<file path="src/rtl/output_port_pkg.sv">
// Shared configuration for the output port: word width and default buffer depth.
`ifndef WORDSIZE
`define WORDSIZE 8
`endif
`ifndef OUT_DEPTH
`define OUT_DEPTH 4
`endif

package output_port_pkg;
  localparam int WORD_W    = `WORDSIZE;
  localparam int DEPTH_DEF = `OUT_DEPTH;
endpackage

</file>
<file path="src/rtl/output_port.sv">
// CPU-written output FIFO drained by a valid/ready consumer.
//
// state   | meaning
// EMPTY   | no words held; q reads 0 and ready is ignored
// PARTIAL | 0 < count < DEPTH
// FULL    | DEPTH words held; writes are rejected and flagged in ovf
//
// DEPTH must be a power of two (>= 2) so the pointers wrap by natural overflow.
module output_port
  import output_port_pkg::*;
#(
  parameter int DEPTH = DEPTH_DEF
) (
  input  logic                       clk,
  input  logic                       clr,
  input  logic [WORD_W-1:0]          d,
  input  logic                       ld,
  output logic                       full,
  output logic [WORD_W-1:0]          q,
  output logic                       valid,
  input  logic                       ready,
  output logic [$clog2(DEPTH+1)-1:0] count,
  output logic                       ovf
);

  localparam int CNT_W = $clog2(DEPTH + 1);
  localparam int PTR_W = $clog2(DEPTH);
  localparam logic [CNT_W-1:0] DEPTH_C = CNT_W'(DEPTH);

  typedef enum logic [1:0] {
    EMPTY   = 2'd0,
    PARTIAL = 2'd1,
    FULL    = 2'd2
  } occ_e;

  occ_e              state_q, state_d;
  logic [CNT_W-1:0]  count_q, count_d;
  logic [PTR_W-1:0]  wr_ptr_q, wr_ptr_d;
  logic [PTR_W-1:0]  rd_ptr_q, rd_ptr_d;
  logic              ovf_q, ovf_d;
  logic [WORD_W-1:0] mem_q [DEPTH];
  logic              push, pop;

  // Flags come straight from the occupancy state so ld/ready never reach them.
  assign full  = (state_q == FULL);
  assign valid = (state_q != EMPTY);
  assign count = count_q;
  assign ovf   = ovf_q;
  assign q     = valid ? mem_q[rd_ptr_q] : '0;

  // A write while full is dropped even when a pop frees a slot on the same edge.
  assign push = ld & ~full;
  assign pop  = valid & ready;

  // Next occupancy, pointers and sticky overflow.
  always_comb begin
    count_d  = count_q;
    wr_ptr_d = wr_ptr_q;
    rd_ptr_d = rd_ptr_q;
    ovf_d    = ovf_q | (ld & full);
    if (push) wr_ptr_d = wr_ptr_q + PTR_W'(1);
    if (pop)  rd_ptr_d = rd_ptr_q + PTR_W'(1);
    case ({push, pop})
      2'b10:   count_d = count_q + CNT_W'(1);
      2'b01:   count_d = count_q - CNT_W'(1);
      default: count_d = count_q;
    endcase
    if (count_d == '0)          state_d = EMPTY;
    else if (count_d == DEPTH_C) state_d = FULL;
    else                         state_d = PARTIAL;
  end

  // Occupancy FSM and pointer registers; clr drops everything at once.
  always_ff @(posedge clk or posedge clr) begin
    if (clr) begin
      state_q  <= EMPTY;
      count_q  <= '0;
      wr_ptr_q <= '0;
      rd_ptr_q <= '0;
      ovf_q    <= 1'b0;
    end else begin
      state_q  <= state_d;
      count_q  <= count_d;
      wr_ptr_q <= wr_ptr_d;
      rd_ptr_q <= rd_ptr_d;
      ovf_q    <= ovf_d;
    end
  end

  // Word storage; contents are meaningless until written, so no reset.
  always_ff @(posedge clk) begin
    if (push) mem_q[wr_ptr_q] <= d;
  end

endmodule

</file>
<file path="config.mk">
export PLATFORM = sky130hd
export DESIGN_NAME = output_port
export DESIGN_NICKNAME = d
export VERILOG_FILES = /design/src/rtl/output_port_pkg.sv /design/src/rtl/output_port.sv
export SDC_FILE = /design/constraint.sdc
export NUM_CORES = 1
export LEC_CHECK = 0
export BUFFER_PORTS_ARGS = -buffer_cell sky130_fd_sc_hd__buf_2
export CORE_MARGIN = 5
export CORE_UTILIZATION = 55
export DETAILED_ROUTE_END_ITERATION = 8
export GPL_ROUTABILITY_DRIVEN = 0
export PLACE_DENSITY = 0.87
export REMOVE_ABC_BUFFERS = 1
export SLEW_MARGIN = 40
export SYNTH_ARGS = -nofsm -noshare
export SYNTH_HDL_FRONTEND = slang
export SYNTH_SLANG_ARGS = --single-unit
</file>
<file path="constraint.sdc">
create_clock -name clk -period 2.7 [get_ports clk]
set_clock_uncertainty 0.2 [all_clocks]
set_input_delay 0.54 -clock clk [delete_from_list [all_inputs] [get_ports clk]]
set_output_delay 0.54 -clock clk [all_outputs]
set_load 0.02 [all_outputs]
</file>
==> impl_metrics.tcl, run 1 <==
set metrics [dict create \
    layout.nets 150 \
    floorplan.die_area_sq_mm 0.00438 \
    drt_wl_total_microns 2950 \
    critical_path.max_stage_delay_ps 390 \
    critical-path-top-delay-family "simple AND/OR/NAND/NOR gates" \
    die_w_microns 66.2 \
    yosysSeqAreaShare_pct 69.7 \
    vias_per_cell 5.29 \
    insertion_delay_ps 350 \
    drt_first_iter_violations 32 \
    worst-path-max-fanout 7 \
    worstSetupPathDepth 9 \
    max-vdd-ir-drop_v 0.000526 \
    overall_power_mw 2.27 \
    critPathLaunchType "flip-flop" \
    r2r_start "state_q[0]" \
    layout-area-overhead-vs-synth_pct 15.2 \
    htreeDepth 2 \
    cts.reportedPaths.clkPinSlew_ps 120 \
    grt_first_pass_wirelength_microns 4990 \
    leakage_power_nw 0.809 \
    reg2regPathDepth 9 \
    final_max_slew_viol_count 0 \
    cap_violations 0 \
    top_level_ports 26 \
    slew-limit-headroom_pct 67.6 \
    cts_tree "yes" \
    fmaxAchievable_mhz 406 \
    via_count 936 \
    worst_pin_slew_ps 486 \
    drt_first_pass_iters 4 \
    floorplan.initialDensity_pct 56.9 \
    path_buf_inv 2 \
    detail_route.drc_violations 0 \
    clock-sinks 42 \
    placement_rows 20 \
    wl_per_cell_microns 16.7 \
    clock_tree_buf_depth 2 \
    netlist_top_cells_area "sky130_fd_sc_hd__edfxtp_1 55%, sky130_fd_sc_hd__dfrtp_1 14%, sky130_fd_sc_hd__mux4_2 10%, sky130_fd_sc_hd__and2_1 3.6%, sky130_fd_sc_hd__ha_1 3.6%" \
    grt_antenna_before_repair 0 \
    worst_path_required_time_ps 2790 \
    power_per_cell_area_mw_per_mm2 1130 \
    synthesis.area_sq_mm 0.00174 \
    setup-violations-final 0 \
    dp_hpwl_microns 2080 \
    slowest_stage "sky130_fd_sc_hd__dfrtp_1" \
    synthesis_stage_register_bit_count 42 \
    groute.usage.overall_pct 16.1 \
    vertical_die_dimension_microns 66.2 \
    fin_setup_tns_ps 0 \
    port-buffer-count 25 \
    min_from "d[1]" \
    largest_net_degree_at_the_start_of_global_routing 14 \
    reg2reg_setup_slack_ps 240 \
    clock-root-buffer "sky130_fd_sc_hd__clkbuf_4" \
    r2r_end "state_q[1]" \
    postSynthAreaPerCell_sq_um 17.4 \
    num_antenna_cells 0 \
    grt_pass1_vias 1079 \
    arrival_ps 2550 \
    finalWorstPathRequiredPeriod_ps 2460 \
    unrepaired_setup_endpoints_after_global_routing "no" \
    fin_crit_sh_pct 91.2 \
    synth_cell_types 24 \
    synthDominantCellAreaShare_pct 55.3 \
    core_area_sq_mm 0.00305 \
    antenna_violating_nets_post_route 0 \
    worst_hold_path.num_cells 1 \
    worst_path_class_setup "reg -> reg" \
    hold_class "in -> reg" \
    total_overflow_reported_by_the_global_router 0 \
    drive_above_1_share_pct 32.3 \
    worstPathCellList "nand2b_1 > and2_1 > inv_1 > ha_1 > inv_1 > fa_1 > xor2_1 > or3_1 > a21oi_1" \
    final-hold-violation-count 0 \
    outcome "finished, final reports clean" \
    cts.repair_timing.setup_buffer_count 0 \
    yosysWarnings 0 \
    syn_inst 100 \
    worst_setup_path_end_kind "flip-flop" \
    holdPathEnd "mem_q[1][1]" \
    synth_top_cell_by_area "sky130_fd_sc_hd__edfxtp_1" \
    cp_common_cell "sky130_fd_sc_hd__inv_1" \
    cts-buffers-inserted 5 \
]
cells in the mapped netlist (all sizes together):
library cell / count
nand2: 1
xor2: 2
nand2b: 1
inv: 9
mux2i: 1
a21oi: 1
and3: 4
and2: 10
dfrtp: 10
fa: 1
o21ai: 2
ha: 5
nand3: 2
xnor2: 3
edfxtp: 32
mux4: 8
nor3b: 1
buf: 1
or2: 1
or3: 1
clkbuf: 2
a21o: 1
a31oi: 1
routing by layer:
metal | global-route usage (%) | share of wire, %
met1 | 17.3 | 36
met2 | 27.3 | 53
met3 | 5.78 | 7.9
met4 | 9.14 | 3.4
met5 | 0 | 0
logic make-up after synthesis:
| family | after synthesis | share of synthesized area (%) |
|---|---|---|
| flops | 42 | 69.7 |
| simple gates | 21 | 7.34 |
| buf+inv | 12 | 3.10 |
| mux | 9 | 10.9 |
| fa+ha+maj | 6 | 4.75 |
| compound gates | 5 | 1.66 |
| xor+xnor | 5 | 2.52 |
registers in the layout, indices dropped and copies added (netlist names):
| name | count |
|---|---|
| rd_ptr_q | 2 |
| mem_q | 32 |
| ovf | 1 |
| state_q | 2 |
| count | 3 |
| wr_ptr_q | 2 |
where the power goes:
| group | internal (mW) | leakage [nW] | switching (mW) |
|---|---|---|---|
| Clock | 0.195 | 0.0385 | 0.195 |
| Sequential | 0.877 | 0.412 | 0.0962 |
| Combinational | 0.397 | 0.358 | 0.507 |
cell type report:
class / count / area, sq um
Fill cell: 250 / 1050
Clock buffer: 6 / 41.3
Timing Repair Buffer: 28 / 150
Multi-Input combinational cell: 46 / 473
Inverter: 9 / 33.8
Tap cell: 44 / 55.1
Clock inverter: 2 / 37.5
Sequential cell: 42 / 1210
stage by stage:
stage | util, % | hold WS (ps) | setup slack, ps | instance area (sq um) | std cells
detailed placement | 62.7 | 244 | 263 | 1910 | 168
global route | 65.6 | 181 | 106 | 2000 | 177
finish | 65.6 | 200 | 237 | 2000 | 177
CTS | 65.6 | 177 | 217 | 2000 | 177
global placement | 62.7 | 245 | 343 | 1910 | 168
floorplan | - | 180 | 465 | 1720 | 97
worst max path at each step:
stage / startpoint / to
2_1_floorplan: state_q[0] / state_q[1]
3_3_place_gp: ld / state_q[1]
3_5_place_dp: ld / state_q[1]
4_1_cts: rd_ptr_q[0] / q[0]
5_1_grt: state_q[0] / state_q[1]
6_report: state_q[0] / state_q[1]
placed cells by master, fill, tap and decap left out, types with 2 or more instances in the layout:
| master | Yosys | layout |
|---|---|---|
| sky130_fd_sc_hd__and2_1 | 10 | 10 |
| sky130_fd_sc_hd__and3_1 | 4 | 4 |
| sky130_fd_sc_hd__buf_2 | 0 | 25 |
| sky130_fd_sc_hd__buf_4 | 0 | 2 |
| sky130_fd_sc_hd__clkbuf_4 | 0 | 5 |
| sky130_fd_sc_hd__dfrtp_1 | 10 | 10 |
| sky130_fd_sc_hd__edfxtp_1 | 32 | 32 |
| sky130_fd_sc_hd__ha_1 | 5 | 5 |
| sky130_fd_sc_hd__inv_1 | 9 | 9 |
| sky130_fd_sc_hd__mux4_2 | 8 | 8 |
| sky130_fd_sc_hd__nand3_1 | 2 | 2 |
| sky130_fd_sc_hd__o21ai_0 | 2 | 2 |
| sky130_fd_sc_hd__xnor2_1 | 3 | 3 |
| sky130_fd_sc_hd__xor2_1 | 2 | 2 |
timing repair:
item,4_1_cts,5_1_grt
hold buffers,1,0
resized for setup,0,0
endpoints found under the hold margin,10,0
No activity file was read; power rests on OpenSTA's default activity.
==> run 2: changes to the inputs <==
Settings changed: ABC_AREA set to 1.
==> impl_metrics.tcl, run 2 <==
set metrics [dict create \
    setup-violations-final 0 \
    antenna_violating_nets_post_route 0 \
    slowest_stage "sky130_fd_sc_hd__dfrtp_1" \
    fmaxAchievable_mhz 406 \
    die_w_microns 67.4 \
    vias_per_cell 5.12 \
    insertion_delay_ps 340 \
    hold_class "in -> reg" \
    synthesis.area_sq_mm 0.00181 \
    top_level_ports 26 \
    slew-limit-headroom_pct 74.1 \
    num_antenna_cells 0 \
    groute.usage.overall_pct 16.9 \
    grt_first_pass_wirelength_microns 5410 \
    total_overflow_reported_by_the_global_router 0 \
    worst_path_class_setup "reg -> out" \
    finalWorstPathRequiredPeriod_ps 2460 \
    synth_top_cell_by_area "sky130_fd_sc_hd__edfxtp_1" \
    critical_path.max_stage_delay_ps 570 \
    floorplan.initialDensity_pct 58.4 \
    detail_route.drc_violations 0 \
    synth_edf_count 32 \
    postSynthAreaPerCell_sq_um 11.7 \
    commonest_non_fill_non_tap_cell_in_the_layout "sky130_fd_sc_hd__nor2_1" \
    largest-register "mem_q" \
    drive_above_1_share_pct 22.6 \
    fin_crit_sh_pct 91.2 \
    clock-root-buffer "sky130_fd_sc_hd__clkbuf_4" \
    clock-sinks 42 \
    r2r_end "state_q[1]" \
    unrepaired_setup_endpoints_after_global_routing "no" \
    cts_tree "yes" \
    r2r_start "state_q[0]" \
    post_dp_cell_area_sq_mm 0.00198 \
    cts.reportedPaths.clkPinSlew_ps 120 \
    grt_antenna_before_repair 0 \
    wl_per_cell_microns 14.1 \
    critPathLaunchType "flip-flop" \
    worst_setup_path_end_kind "primary output" \
    max-vdd-ir-drop_v 0.000608 \
    numPlacedInstances 225 \
    finish.cell_count_without_fillers 234 \
    port-buffer-count 25 \
    reg2reg_setup_slack_ps 490 \
    drt_wl_total_microns 3300 \
    largest_net_degree_at_the_start_of_global_routing 17 \
    post_cts.resized_instances 0 \
    drt_first_pass_iters 4 \
    cap_violations 0 \
    netlist_top_cells_area "sky130_fd_sc_hd__edfxtp_1 53%, sky130_fd_sc_hd__dfrtp_1 14%, sky130_fd_sc_hd__nor2_1 7.9%, sky130_fd_sc_hd__ha_1 3.5%, sky130_fd_sc_hd__inv_1 3.3%" \
    async_flop_share_pct 23.8 \
    leakage_power_nw 0.884 \
    finalWorstSetupSlack_ps 238 \
    yosysSeqAreaShare_pct 66.8 \
    dp_hpwl_microns 2290 \
    final-hold-violation-count 0 \
    worst_pin_slew_ps 388 \
    synth_top_flop_cell "sky130_fd_sc_hd__edfxtp_1" \
    arrival_ps 1720 \
    placement_rows 20 \
    synth_cell_types 20 \
    cp_common_cell "sky130_fd_sc_hd__nor2_1" \
    worst-path-max-fanout 10 \
    layout.filler_cells 255 \
    reg2regPathDepth 8 \
    outcome "finished, final reports clean" \
    core_area_sq_mm 0.00310 \
    synthesis_stage_register_bit_count 42 \
    drt_first_iter_violations 42 \
    syn_inst 155 \
    vertical_die_dimension_microns 67.4 \
    worst_path_required_time_ps 1960 \
    pre_cts_slack_ps 471 \
    largest_register_ff_count 32 \
    yosysWarnings 0 \
    critPathLaunch "rd_ptr_q[0]" \
    final_max_slew_viol_count 0 \
    power_per_cell_area_mw_per_mm2 1190 \
    via_count 1197 \
    layout-area-overhead-vs-synth_pct 15.5 \
    synth.cells.most_frequent "38 x sky130_fd_sc_hd__nor2_1, 32 x sky130_fd_sc_hd__edfxtp_1, 16 x sky130_fd_sc_hd__inv_1, 11 x sky130_fd_sc_hd__o21ai_1" \
    worstPathCellList "buf_4 > nor2_1 > nor2_1 > o21ai_0 > a21oi_1 > buf_2" \
    layout.nets 207 \
    floorplan.die_area_sq_mm 0.00454 \
    post-synth-top-count-cell "sky130_fd_sc_hd__nor2_1" \
    fin_setup_tns_ps 0 \
    endpoint "q[3]" \
    synthDominantCellAreaShare_pct 53.0 \
    cts-buffers-inserted 5 \
    layout_common_cells "38 x sky130_fd_sc_hd__nor2_1, 32 x sky130_fd_sc_hd__edfxtp_1, 25 x sky130_fd_sc_hd__buf_2" \
    htreeDepth 2 \
    clock_tree_buf_depth 2 \
    postLayoutCellArea_sq_mm 0.00209 \
    grt_pass1_vias 1238 \
]
run 2: report_power, final:
part           internal, mW  switching [mW]
clock                 0.285           0.189
combinational         0.346           0.671
sequential            0.875           0.123
total                  1.51           0.983
run 2: cell families after synthesis:
| group | Yosys count | synth area share (%) |
|---|---|---|
| xor+xnor | 3 | 1.45 |
| compound gates | 29 | 8.77 |
| fa+ha+maj | 6 | 4.55 |
| simple gates | 52 | 11.9 |
| buf+inv | 23 | 6.56 |
| flops | 42 | 66.8 |
run 2: stage by stage:
step                      hold slack [ps]  total power, mW  util, %
after floorplan                       180             1.67        -
after global placement                237             1.98     63.9
after detailed placement              247             2.04     63.9
after CTS                             192             2.51     67.5
after global routing                  177             2.66     67.5
final                                 195             2.49     67.5
run 2: how the worst min path moves through the flow:
stage	from	endpoint	slack, ps	cells past startpoint
2_1_floorplan	clr	count[0]	180	1
3_3_place_gp	ovf	ovf	240	1
3_5_place_dp	ovf	ovf	250	1
4_1_cts	d[0]	mem_q[2][0]	190	1
5_1_grt	d[5]	mem_q[2][5]	180	1
6_report	d[0]	mem_q[2][0]	190	1
run 2: timing repair:
action	4_1_cts	5_1_grt
endpoints found under the hold margin	10	0
setup buffers	0	0
hold buffers	1	0
run 2: area by class of cell:
class / instances / area, sq um / area share, %
inverter: 19 / 71.3 / 3.41
multi-input combinational: 90 / 483 / 23.1
tap: 44 / 55.1 / 2.63
timing repair buffer: 31 / 173 / 8.24
clock buffer: 5 / 37.5 / 1.79
sequential: 42 / 1210 / 57.8
clock inverter: 3 / 63.8 / 3.05
run 2: layer usage:
layer | up-vias | wire (microns) | global-route usage [%]
met2 | 44 | 1710 | 29.6
met4 | 0 | 61 | 8.35
met5 | - | 0 | 0
met1 | 563 | 1300 | 19.0
met3 | 7 | 223 | 4.49
li1 | 583 | - | -
run 2: worst max-delay path, delay by kind of cell, from the launching register on:
kind	cells	cell delay, ps
AO/OA/AOI/OAI	2	260
flip-flops	1	570
buffers and inverters	2	430
AND/OR/NAND/NOR	2	140
==> run 3: changes to the inputs <==
Clock period 2.7 ns to 2.8 ns, I/O delays scaled along.
==> impl_metrics.tcl, run 3 (synthesized netlist as in run 2, its figures left out) <==
set metrics [dict create \
    clock-sinks 42 \
    cts_tree "yes" \
    post-route-util_pct 66.0 \
    p_sw_mw 0.971 \
    worst-path-max-fanout 10 \
    fmaxAchievable_mhz 403 \
    floorplan.initialDensity_pct 58.4 \
    clock_tree_buf_depth 2 \
    internal-power_mw 1.27 \
    power_frac_clock_pct 12.6 \
    worst_path_required_time_ps 2040 \
    fin_crit_sh_pct 88.7 \
    drt_wl_total_microns 3490 \
    worst_hold_slack_ps 211 \
    overall_power_mw 2.24 \
    wl_per_cell_microns 14.9 \
    critPathLaunchType "flip-flop" \
    clock-root-buffer "sky130_fd_sc_hd__clkbuf_4" \
    grt_pass1_vias 1284 \
    leakage_power_nw 0.860 \
    final-hold-violation-count 0 \
    arrival_ps 1720 \
    die_w_microns 67.4 \
    htreeDepth 2 \
    commonest_non_fill_non_tap_cell_in_the_layout "sky130_fd_sc_hd__nor2_1" \
    slew-limit-headroom_pct 73.6 \
    worst_path_class_setup "reg -> out" \
    finalWorstPathRequiredPeriod_ps 2480 \
    post_dp_cell_area_sq_mm 0.00198 \
    layout.filler_cells 260 \
    vertical_die_dimension_microns 67.4 \
    insertion_delay_ps 350 \
    final_max_slew_viol_count 0 \
    critPathLaunch "rd_ptr_q[0]" \
    path_buf_inv 2 \
    cts.repair_timing.setup_buffer_count 0 \
    pre_cts_slack_ps 559 \
    top_level_ports 26 \
    cap_violations 0 \
    cts-buffers-inserted 5 \
    drive_above_1_share_pct 22.6 \
    worst_setup_path_end_kind "primary output" \
    switching_share_pct 43.3 \
    total_overflow_reported_by_the_global_router 0 \
    largest-register "mem_q" \
    critical-path-top-delay-family "flip-flops" \
    layout-area-overhead-vs-synth_pct 12.9 \
    port-buffer-count 25 \
    power_per_cell_area_mw_per_mm2 1100 \
    min_from "d[0]" \
    largest_net_degree_at_the_start_of_global_routing 17 \
    setup-violations-final 0 \
    finish.cell_count_without_fillers 234 \
    layout_common_cells "38 x sky130_fd_sc_hd__nor2_1, 32 x sky130_fd_sc_hd__edfxtp_1, 25 x sky130_fd_sc_hd__buf_2" \
    cts.reportedPaths.clkPinSlew_ps 120 \
    worst_pin_slew_ps 396 \
    layout.nets 207 \
    finalWorstSetupSlack_ps 317 \
    power.combinational.fraction_pct 44.5 \
    unrepaired_setup_endpoints_after_global_routing "no" \
    drt_first_iter_violations 74 \
    postLayoutCellArea_sq_mm 0.00205 \
    vias_per_cell 5.14 \
    num_antenna_cells 0 \
    largest_register_ff_count 32 \
    numPlacedInstances 225 \
    hold_class "in -> reg" \
    max-vdd-ir-drop_v 0.000606 \
    worstPathCellList "buf_4 > nor2_1 > nor2_1 > o21ai_0 > a21oi_1 > buf_2" \
    outcome "finished, final reports clean" \
    grt_antenna_before_repair 0 \
    fin_setup_tns_ps 0 \
    detail_route.drc_violations 0 \
    slowest_stage "sky130_fd_sc_hd__dfrtp_1" \
    via_count 1202 \
    antenna_violating_nets_post_route 0 \
    critical_path.max_stage_delay_ps 570 \
    core_area_sq_mm 0.00310 \
    floorplan.die_area_sq_mm 0.00454 \
    drt_first_pass_iters 4 \
    r2r_start "state_q[0]" \
    placement_rows 20 \
    groute.usage.overall_pct 18.1 \
    cp_common_cell "sky130_fd_sc_hd__nor2_1" \
    sequentialPowerShare_pct 42.9 \
    grt_first_pass_wirelength_microns 5890 \
    dp_hpwl_microns 2380 \
]
[run 3: path summary, 6_finish.rpt]
kind / slack (ps) / depth (start not counted) / endpoint
worst min-delay path: 210 / 1 / mem_q[1][0]
worst min register to register: 280 / 1 / ovf
max in group asynchronous: 1600 / 3 / wr_ptr_q[0]
worst max register to register: 570 / 8 / state_q[1]
min in group asynchronous: 510 / 3 / count[0]
worst max-delay path: 320 / 6 / q[0]
[run 3: cell type report]
cell class | count | area [sq um] | area share, %
Clock inverter | 3 | 16.3 | 0.795
Multi-Input combinational cell | 90 | 483 | 23.6
Sequential cell | 42 | 1210 | 59.2
Clock buffer | 5 | 37.5 | 1.83
Tap cell | 44 | 55.1 | 2.69
Timing Repair Buffer | 31 | 173 | 8.44
Inverter | 19 | 71.3 | 3.48
[run 3: timing repair]
| item | 4_1_cts | 5_1_grt |
|---|---|---|
| hold buffers | 1 | 0 |
| resized for setup | 0 | 0 |
| hold endpoints to repair | 10 | 0 |
[run 3: power by group through the flow]
stage	Clock, mW	Sequential (mW)	Combinational [mW]
floorplan	0	0.995	0.619
global placement	0	0.966	0.943
detailed placement	0	0.974	0.999
CTS	0.287	0.961	1.01
global route	0.323	0.984	1.12
finish	0.283	0.962	0.999
[run 3: per-layer routing]
metal	wire [microns]	vias to the layer above	GRT usage (%)
li1	-	579	-
met5	0	-	0
met1	1340	567	20.7
met3	280	8	3.99
met2	1810	48	31.7
met4	55	0	9.11
